<file path="src/rtl/button_pkg.sv">
// ----------------------------------------------------------------------------
// button_pkg
// Shared definitions for the button press-event controller:
//   - cls_state_e : classifier state encoding (3 bits)
//   - DEF_*       : default cycle constants and counter width used as
//                   parameter defaults by btn_debounce and button_event_ctrl
// ----------------------------------------------------------------------------
package button_pkg;

    typedef enum logic [2:0] {
        CLS_IDLE  = 3'd0,
        CLS_HELD  = 3'd1,
        CLS_LONG  = 3'd2,
        CLS_GAP   = 3'd3,
        CLS_HELD2 = 3'd4
    } cls_state_e;

    localparam int DEF_DEBOUNCE_CYCLES   = 1000;
    localparam int DEF_LONG_CYCLES       = 50000;
    localparam int DEF_DOUBLE_GAP_CYCLES = 20000;
    localparam int DEF_CNT_W             = 16;

endpackage

</file>
<file path="src/rtl/btn_debounce.sv">
// ----------------------------------------------------------------------------
// btn_debounce
// Debounces an already-synchronized button level. The debounced level only
// changes after DEBOUNCE_CYCLES consecutive samples that differ from it, and
// the matching press/release pulse is raised in the same cycle the new level
// first becomes visible.
//
// Ports:
//   clk           in   system clock, rising edge
//   rst_n         in   asynchronous active-low reset
//   btn_sync      in   synchronized raw button level (1 = pressed)
//   btn_state     out  debounced button level
//   press_pulse   out  one-cycle pulse on btn_state 0->1
//   release_pulse out  one-cycle pulse on btn_state 1->0
// ----------------------------------------------------------------------------
module btn_debounce
    import button_pkg::*;
#(
    parameter int DEBOUNCE_CYCLES = DEF_DEBOUNCE_CYCLES,
    parameter int CNT_W           = DEF_CNT_W
) (
    input  logic clk,
    input  logic rst_n,
    input  logic btn_sync,
    output logic btn_state,
    output logic press_pulse,
    output logic release_pulse
);

    localparam logic [CNT_W-1:0] DB_LAST = CNT_W'(DEBOUNCE_CYCLES - 1);
    localparam logic [CNT_W-1:0] ONE     = CNT_W'(1);

    logic [CNT_W-1:0] db_cnt_q, db_cnt_d;
    logic             state_q, state_d;
    logic             press_q, press_d;
    logic             release_q, release_d;

    // Any sample that agrees with the debounced level restarts the run, so
    // only an unbroken run of DEBOUNCE_CYCLES differing samples flips it.
    always_comb begin
        db_cnt_d  = '0;
        state_d   = state_q;
        press_d   = 1'b0;
        release_d = 1'b0;
        if (btn_sync != state_q) begin
            if (db_cnt_q == DB_LAST) begin
                state_d   = ~state_q;
                press_d   = ~state_q;
                release_d = state_q;
            end else begin
                db_cnt_d = db_cnt_q + ONE;
            end
        end
    end

    always_ff @(posedge clk or negedge rst_n) begin
        if (!rst_n) begin
            db_cnt_q  <= '0;
            state_q   <= 1'b0;
            press_q   <= 1'b0;
            release_q <= 1'b0;
        end else begin
            db_cnt_q  <= db_cnt_d;
            state_q   <= state_d;
            press_q   <= press_d;
            release_q <= release_d;
        end
    end

    assign btn_state     = state_q;
    assign press_pulse   = press_q;
    assign release_pulse = release_q;

endmodule

</file>
<file path="src/rtl/button_event_ctrl.sv">
// ----------------------------------------------------------------------------
// button_event_ctrl
// Debounces a synchronized button and classifies activity into single-cycle
// short, long and double press events. The classifier reacts to the
// debounced press/release pulses registered in the previous cycle.
// Legal ranges: DEBOUNCE_CYCLES, LONG_CYCLES, DOUBLE_GAP_CYCLES >= 2, and
// CNT_W wide enough to hold the largest of them.
//
// Ports:
//   clk           in   system clock, rising edge
//   rst_n         in   asynchronous active-low reset
//   btn_sync      in   synchronized button level (1 = pressed)
//   enable        in   1 = classification active, 0 = classifier held idle
//   btn_state     out  debounced button level
//   press_pulse   out  one-cycle pulse on btn_state 0->1
//   release_pulse out  one-cycle pulse on btn_state 1->0
//   short_pulse   out  single press released before long, no second press
//   long_pulse    out  press held for LONG_CYCLES
//   double_pulse  out  second press began within the release gap
//   busy          out  classifier is not idle
// ----------------------------------------------------------------------------
module button_event_ctrl
    import button_pkg::*;
#(
    parameter int DEBOUNCE_CYCLES   = DEF_DEBOUNCE_CYCLES,
    parameter int LONG_CYCLES       = DEF_LONG_CYCLES,
    parameter int DOUBLE_GAP_CYCLES = DEF_DOUBLE_GAP_CYCLES,
    parameter int CNT_W             = DEF_CNT_W
) (
    input  logic clk,
    input  logic rst_n,
    input  logic btn_sync,
    input  logic enable,
    output logic btn_state,
    output logic press_pulse,
    output logic release_pulse,
    output logic short_pulse,
    output logic long_pulse,
    output logic double_pulse,
    output logic busy
);

    // Thresholds are compared against the count before it increments, so the
    // event is registered on the edge where the count would reach N-1. This
    // places long_pulse LONG_CYCLES cycles after press_pulse and short_pulse
    // DOUBLE_GAP_CYCLES cycles after release_pulse.
    localparam logic [CNT_W-1:0] LONG_PRE = CNT_W'(LONG_CYCLES - 2);
    localparam logic [CNT_W-1:0] GAP_PRE  = CNT_W'(DOUBLE_GAP_CYCLES - 2);
    localparam logic [CNT_W-1:0] ONE      = CNT_W'(1);

    cls_state_e       state_q;
    logic [CNT_W-1:0] hold_cnt_q;
    logic [CNT_W-1:0] gap_cnt_q;
    logic             short_q;
    logic             long_q;
    logic             double_q;

    btn_debounce #(
        .DEBOUNCE_CYCLES (DEBOUNCE_CYCLES),
        .CNT_W           (CNT_W)
    ) u_debounce (
        .clk           (clk),
        .rst_n         (rst_n),
        .btn_sync      (btn_sync),
        .btn_state     (btn_state),
        .press_pulse   (press_pulse),
        .release_pulse (release_pulse)
    );

    // Classifier. Release takes priority over the long threshold in HELD and
    // press takes priority over gap expiry in GAP. Dropping enable abandons
    // whatever episode is in progress; a press already underway when enable
    // returns is ignored because only a fresh press_pulse leaves IDLE.
    always_ff @(posedge clk or negedge rst_n) begin
        if (!rst_n) begin
            state_q    <= CLS_IDLE;
            hold_cnt_q <= '0;
            gap_cnt_q  <= '0;
            short_q    <= 1'b0;
            long_q     <= 1'b0;
            double_q   <= 1'b0;
        end else begin
            short_q  <= 1'b0;
            long_q   <= 1'b0;
            double_q <= 1'b0;
            if (!enable) begin
                state_q    <= CLS_IDLE;
                hold_cnt_q <= '0;
                gap_cnt_q  <= '0;
            end else begin
                case (state_q)
                    CLS_IDLE: begin
                        if (press_pulse) begin
                            state_q    <= CLS_HELD;
                            hold_cnt_q <= '0;
                        end
                    end
                    CLS_HELD: begin
                        if (release_pulse) begin
                            state_q   <= CLS_GAP;
                            gap_cnt_q <= '0;
                        end else begin
                            hold_cnt_q <= hold_cnt_q + ONE;
                            if (hold_cnt_q == LONG_PRE) begin
                                long_q  <= 1'b1;
                                state_q <= CLS_LONG;
                            end
                        end
                    end
                    CLS_LONG: begin
                        if (release_pulse) begin
                            state_q <= CLS_IDLE;
                        end
                    end
                    CLS_GAP: begin
                        if (press_pulse) begin
                            double_q <= 1'b1;
                            state_q  <= CLS_HELD2;
                        end else begin
                            gap_cnt_q <= gap_cnt_q + ONE;
                            if (gap_cnt_q == GAP_PRE) begin
                                short_q <= 1'b1;
                                state_q <= CLS_IDLE;
                            end
                        end
                    end
                    CLS_HELD2: begin
                        if (release_pulse) begin
                            state_q <= CLS_IDLE;
                        end
                    end
                    default: begin
                        state_q <= CLS_IDLE;
                    end
                endcase
            end
        end
    end

    assign short_pulse  = short_q;
    assign long_pulse   = long_q;
    assign double_pulse = double_q;
    assign busy         = (state_q != CLS_IDLE);

endmodule

</file>
<file path="config.mk">
export PLATFORM = sky130hd
export DESIGN_NAME = button_event_ctrl
export DESIGN_NICKNAME = d
export VERILOG_FILES = /design/src/rtl/button_pkg.sv /design/src/rtl/btn_debounce.sv /design/src/rtl/button_event_ctrl.sv
export SDC_FILE = /design/constraint.sdc
export NUM_CORES = 1
export LEC_CHECK = 0
export CORE_UTILIZATION = 55
export CTS_CLUSTER_DIAMETER = 40
export CTS_CLUSTER_SIZE = 30
export DETAILED_ROUTE_END_ITERATION = 8
export GPL_ROUTABILITY_DRIVEN = 0
export PLACE_DENSITY = 0.88
export SLEW_MARGIN = 30
export SYNTH_ARGS = -nofsm -noshare
export SYNTH_HDL_FRONTEND = slang
export SYNTH_SLANG_ARGS = --single-unit
</file>
<file path="constraint.sdc">
create_clock -name clk -period 1.7 [get_ports clk]
set_clock_uncertainty 0.2 [all_clocks]
set_input_delay 0.34 -clock clk [delete_from_list [all_inputs] [get_ports clk]]
set_output_delay 0.34 -clock clk [all_outputs]
set_load 0.005 [all_outputs]
</file>
==> impl_metrics.toml, run 1 <==
[grt]
first_global_vias = 3176
grt_pass1_wl_mm = 15.3
overflow = 0
grt_use_total_pct = 37.8
grt_max_degree = 24
antenna_found_initial = 0

[logic_synthesis]
synth_seq_cells = 57
synth_edf_count = 0
syn_avg_cell_area_um2 = 9.22
async_reset_ff_share_pct = 100
ys_types = 50
yosysSeqAreaShare_pct = 47.8
ys_top_cells_by_count = "dfrtp_1 (57), o21ai_0 (47), nor2_1 (38), nand2_1 (35), nand4_1 (16)"
yosysMostFrequentCell = "dfrtp_1"
synthFlopType = "dfrtp_1"
syn_inst = 324
synth_area_leader_cell = "dfrtp_1"
synthesis.nets = 333
ys_top_cells_by_area = "dfrtp_1 (48%), o21ai_0 (7.9%), nor2_1 (4.8%)"
yosys_warnings = 0
syn_area_um2 = 2990
yosys.area.top_type_share_pct = 47.8

[final_layout]
fill_cells = 166
finalNetCount = 446
num_antenna_cells = 0
area_growth_pct = 61.8
drive_gt1_share_pct = 54.4
fin_cells = 511
final_area_um2 = 4830

[critical_path]
critical_path_required_ns = 1.73
crit_path_start_kind = "flop"
cpPeakStageDelay_ns = 0.45
crit_path_end_kind = "flop"
r2r-end = "state_q[2]"
worst_path_max_delay_cell = "dfrtp_2"
crit_arrival_ns = 2.21
path_class = "reg -> reg"
r2r_start = "gap_cnt_q[0]"
cp_cell_sequence = "inv_1 -> ha_1 -> and4b_1 -> nand4b_1 -> a32o_1 -> o21ai_1 -> o21ai_1"
cp_common_cell = "o21ai_1"
r2r_cells = 7
cp.buffers_inverters = 1
r2r_slack_ns = -0.48
cp_max_fo = 4
crit_family = "compound AO/OA/AOI/OAI gates"

[clock_tree]
cts_tree = "done"
clockBufferDepth = 2
cts_buffers = 9
cts_sinks = 57
clk_latency_ns = 0.37
htreeDepth = 3
clock-root-buffer = "clkbuf_8"
clkTransAtPathRegs_ns = 0.08

[sta]
setup_ws_ns = -0.484
tns_ns = -7.47
final-setup-viol-count = 46
clock.fmax_mhz = 458
final_max_slew_viol_count = 0
finalCriticalPeriod_ns = 2.18
slew_headroom_pct = 69.5
rsz0062_at_grt = "true"
final-hold-violation-count = 0
period_share_pct = 128
worst_slew_pin_slew_ns = 0.457

[placed_design]
pre_cts_ws_ns = -0.395
hpwl_mm = 5.14
dpl-instance-area_um2 = 3690
place_inst = 462
port_buffers = 10

[floorplanning]
die_y_um = 75.7
pin_count = 11
initial_core_util_pct = 57.7
chipWidth_um = 75.7
die_area_um2 = 5730
row_count = 26
coreArea_um2 = 5170

[job]
maxCapViolCount = 0

[drt]
routedWlPerCell_um = 29.6
postRouteAntennaNets = 0
dr.pass1.iters = 7
drtIter0Drc = 676
vias = 3834
viasPerCell = 7.50
route.final.wire_length_mm = 15.1
drcViolationCount = 0

[pwr]
vdd_ir_drop_max_mv = 0.732
p_leak_nw = 2.12
power_density_nw_per_um2 = 615
p_total_mw = 2.97

[hold_path]
hp-class = "in -> async"

[outcome]
violations = "setup timing"
status = "finished with violations"
-- worst max path at each step --
stage / endpoint / depth (start not counted) / slack, ns / from
2_1_floorplan: hold_cnt_q[14] / 6 / -0.07 / hold_cnt_q[0]
3_3_place_gp: gap_cnt_q[13] / 7 / -0.29 / enable
3_5_place_dp: gap_cnt_q[3] / 7 / -0.39 / enable
4_1_cts: state_q[0] / 5 / -0.16 / hold_cnt_q[11]
5_1_grt: state_q[2] / 7 / -0.84 / gap_cnt_q[0]
6_report: state_q[2] / 7 / -0.48 / gap_cnt_q[0]
-- cell type report --
cell class	instances	area (um2)	area share, %
clock buffer	12	155	3.21
clock inverter	3	40.0	0.829
inverter	8	32.5	0.673
multi-input combinational	249	2060	42.6
sequential	57	1430	29.6
tap	70	87.6	1.81
timing repair buffer	112	1020	21.2
-- state kept, by name, indices dropped and copies added (netlist names), 3 cells and up --
register,flops
hold_cnt_q,16
state_q,3
gap_cnt_q,16
u_debounce.db_cnt_q,16
-- metrics by stage --
step / utilization, % / hold WS, ns
3_5_place_dp: 71.3 / 0.104
5_1_grt: 93.4 / 0.281
6_report: 93.4 / 0.245
4_1_cts: 80.3 / 0.264
3_3_place_gp: 71.3 / 0.0966
2_1_floorplan: - / -0.156
-- layer usage --
| layer | share of wire, % | track usage (%) |
|---|---|---|
| met4 | 10 | 24.9 |
| met1 | 32 | 44.3 |
| met2 | 42 | 57.8 |
| met3 | 17 | 14.7 |
| met5 | 0 | 0 |
-- placed cells by master (no fill, tap or decap), drive strengths merged, types with 2 or more instances in the layout --
cell type and instances:
and2 3, nor3b 2, nor4 3, buf 101
xnor2 10, a21oi 8, nand4b 2, nand4 16
nand2 36, o21ai 49, a211oi 6, o31ai 2
nor3 4, dfrtp 57, dlymetal6s2s 3, a31oi 8
inv 8, mux2 2, or3 6, dlygate4sd2 2
and3 9, xor2 8, nand3 11, nor2b 2
nor2 39, clkbuf 15, clkinv 2, nand2b 2
or4b 2, ha 5
-- worst reg2reg max path, stage by stage (launching register included) --
cell	delay, ns
dfrtp_2	0.45
inv_1	0.10
ha_1	0.21
and4b_1	0.23
nand4b_1	0.19
a32o_1	0.31
o21ai_1	0.22
o21ai_1	0.14
-- power by group --
group	switching (mW)	total (mW)	internal [mW]
Clock	0.603	1.35	0.745
Combinational	0.134	0.238	0.104
Sequential	0.0153	1.38	1.37
Total	0.752	2.97	2.22
-- timing repair --
action	CTS	global route
setup endpoints to repair	34	59
gates resized for setup	57	165
hold buffers	1	0
gates cloned	0	3
buffers inserted	17	14
pin swaps	19	48
endpoints found under the hold margin	14	0
-- cell families (layout without fill, tap and decap cells) --
logic type	Yosys count	after routing	synth area share [%]
buffers and inverters	18	135	2.47
multiplexers	2	2	0.754
AND/OR/NAND/NOR	144	144	25.2
AO/OA/AOI/OAI	80	80	16.4
adder cells (fa/ha/maj)	5	5	2.09
flip-flops	57	57	47.8
XOR/XNOR	18	18	5.28
Note: power is estimated with default switching activity, not from simulation.
==> inputs of run 2 (changes only) <==
- CTS_CLUSTER_SIZE: 30 -> 40
==> results of run 2 <==
No change in the layout: final DEF, timing and power equal those of run 1.
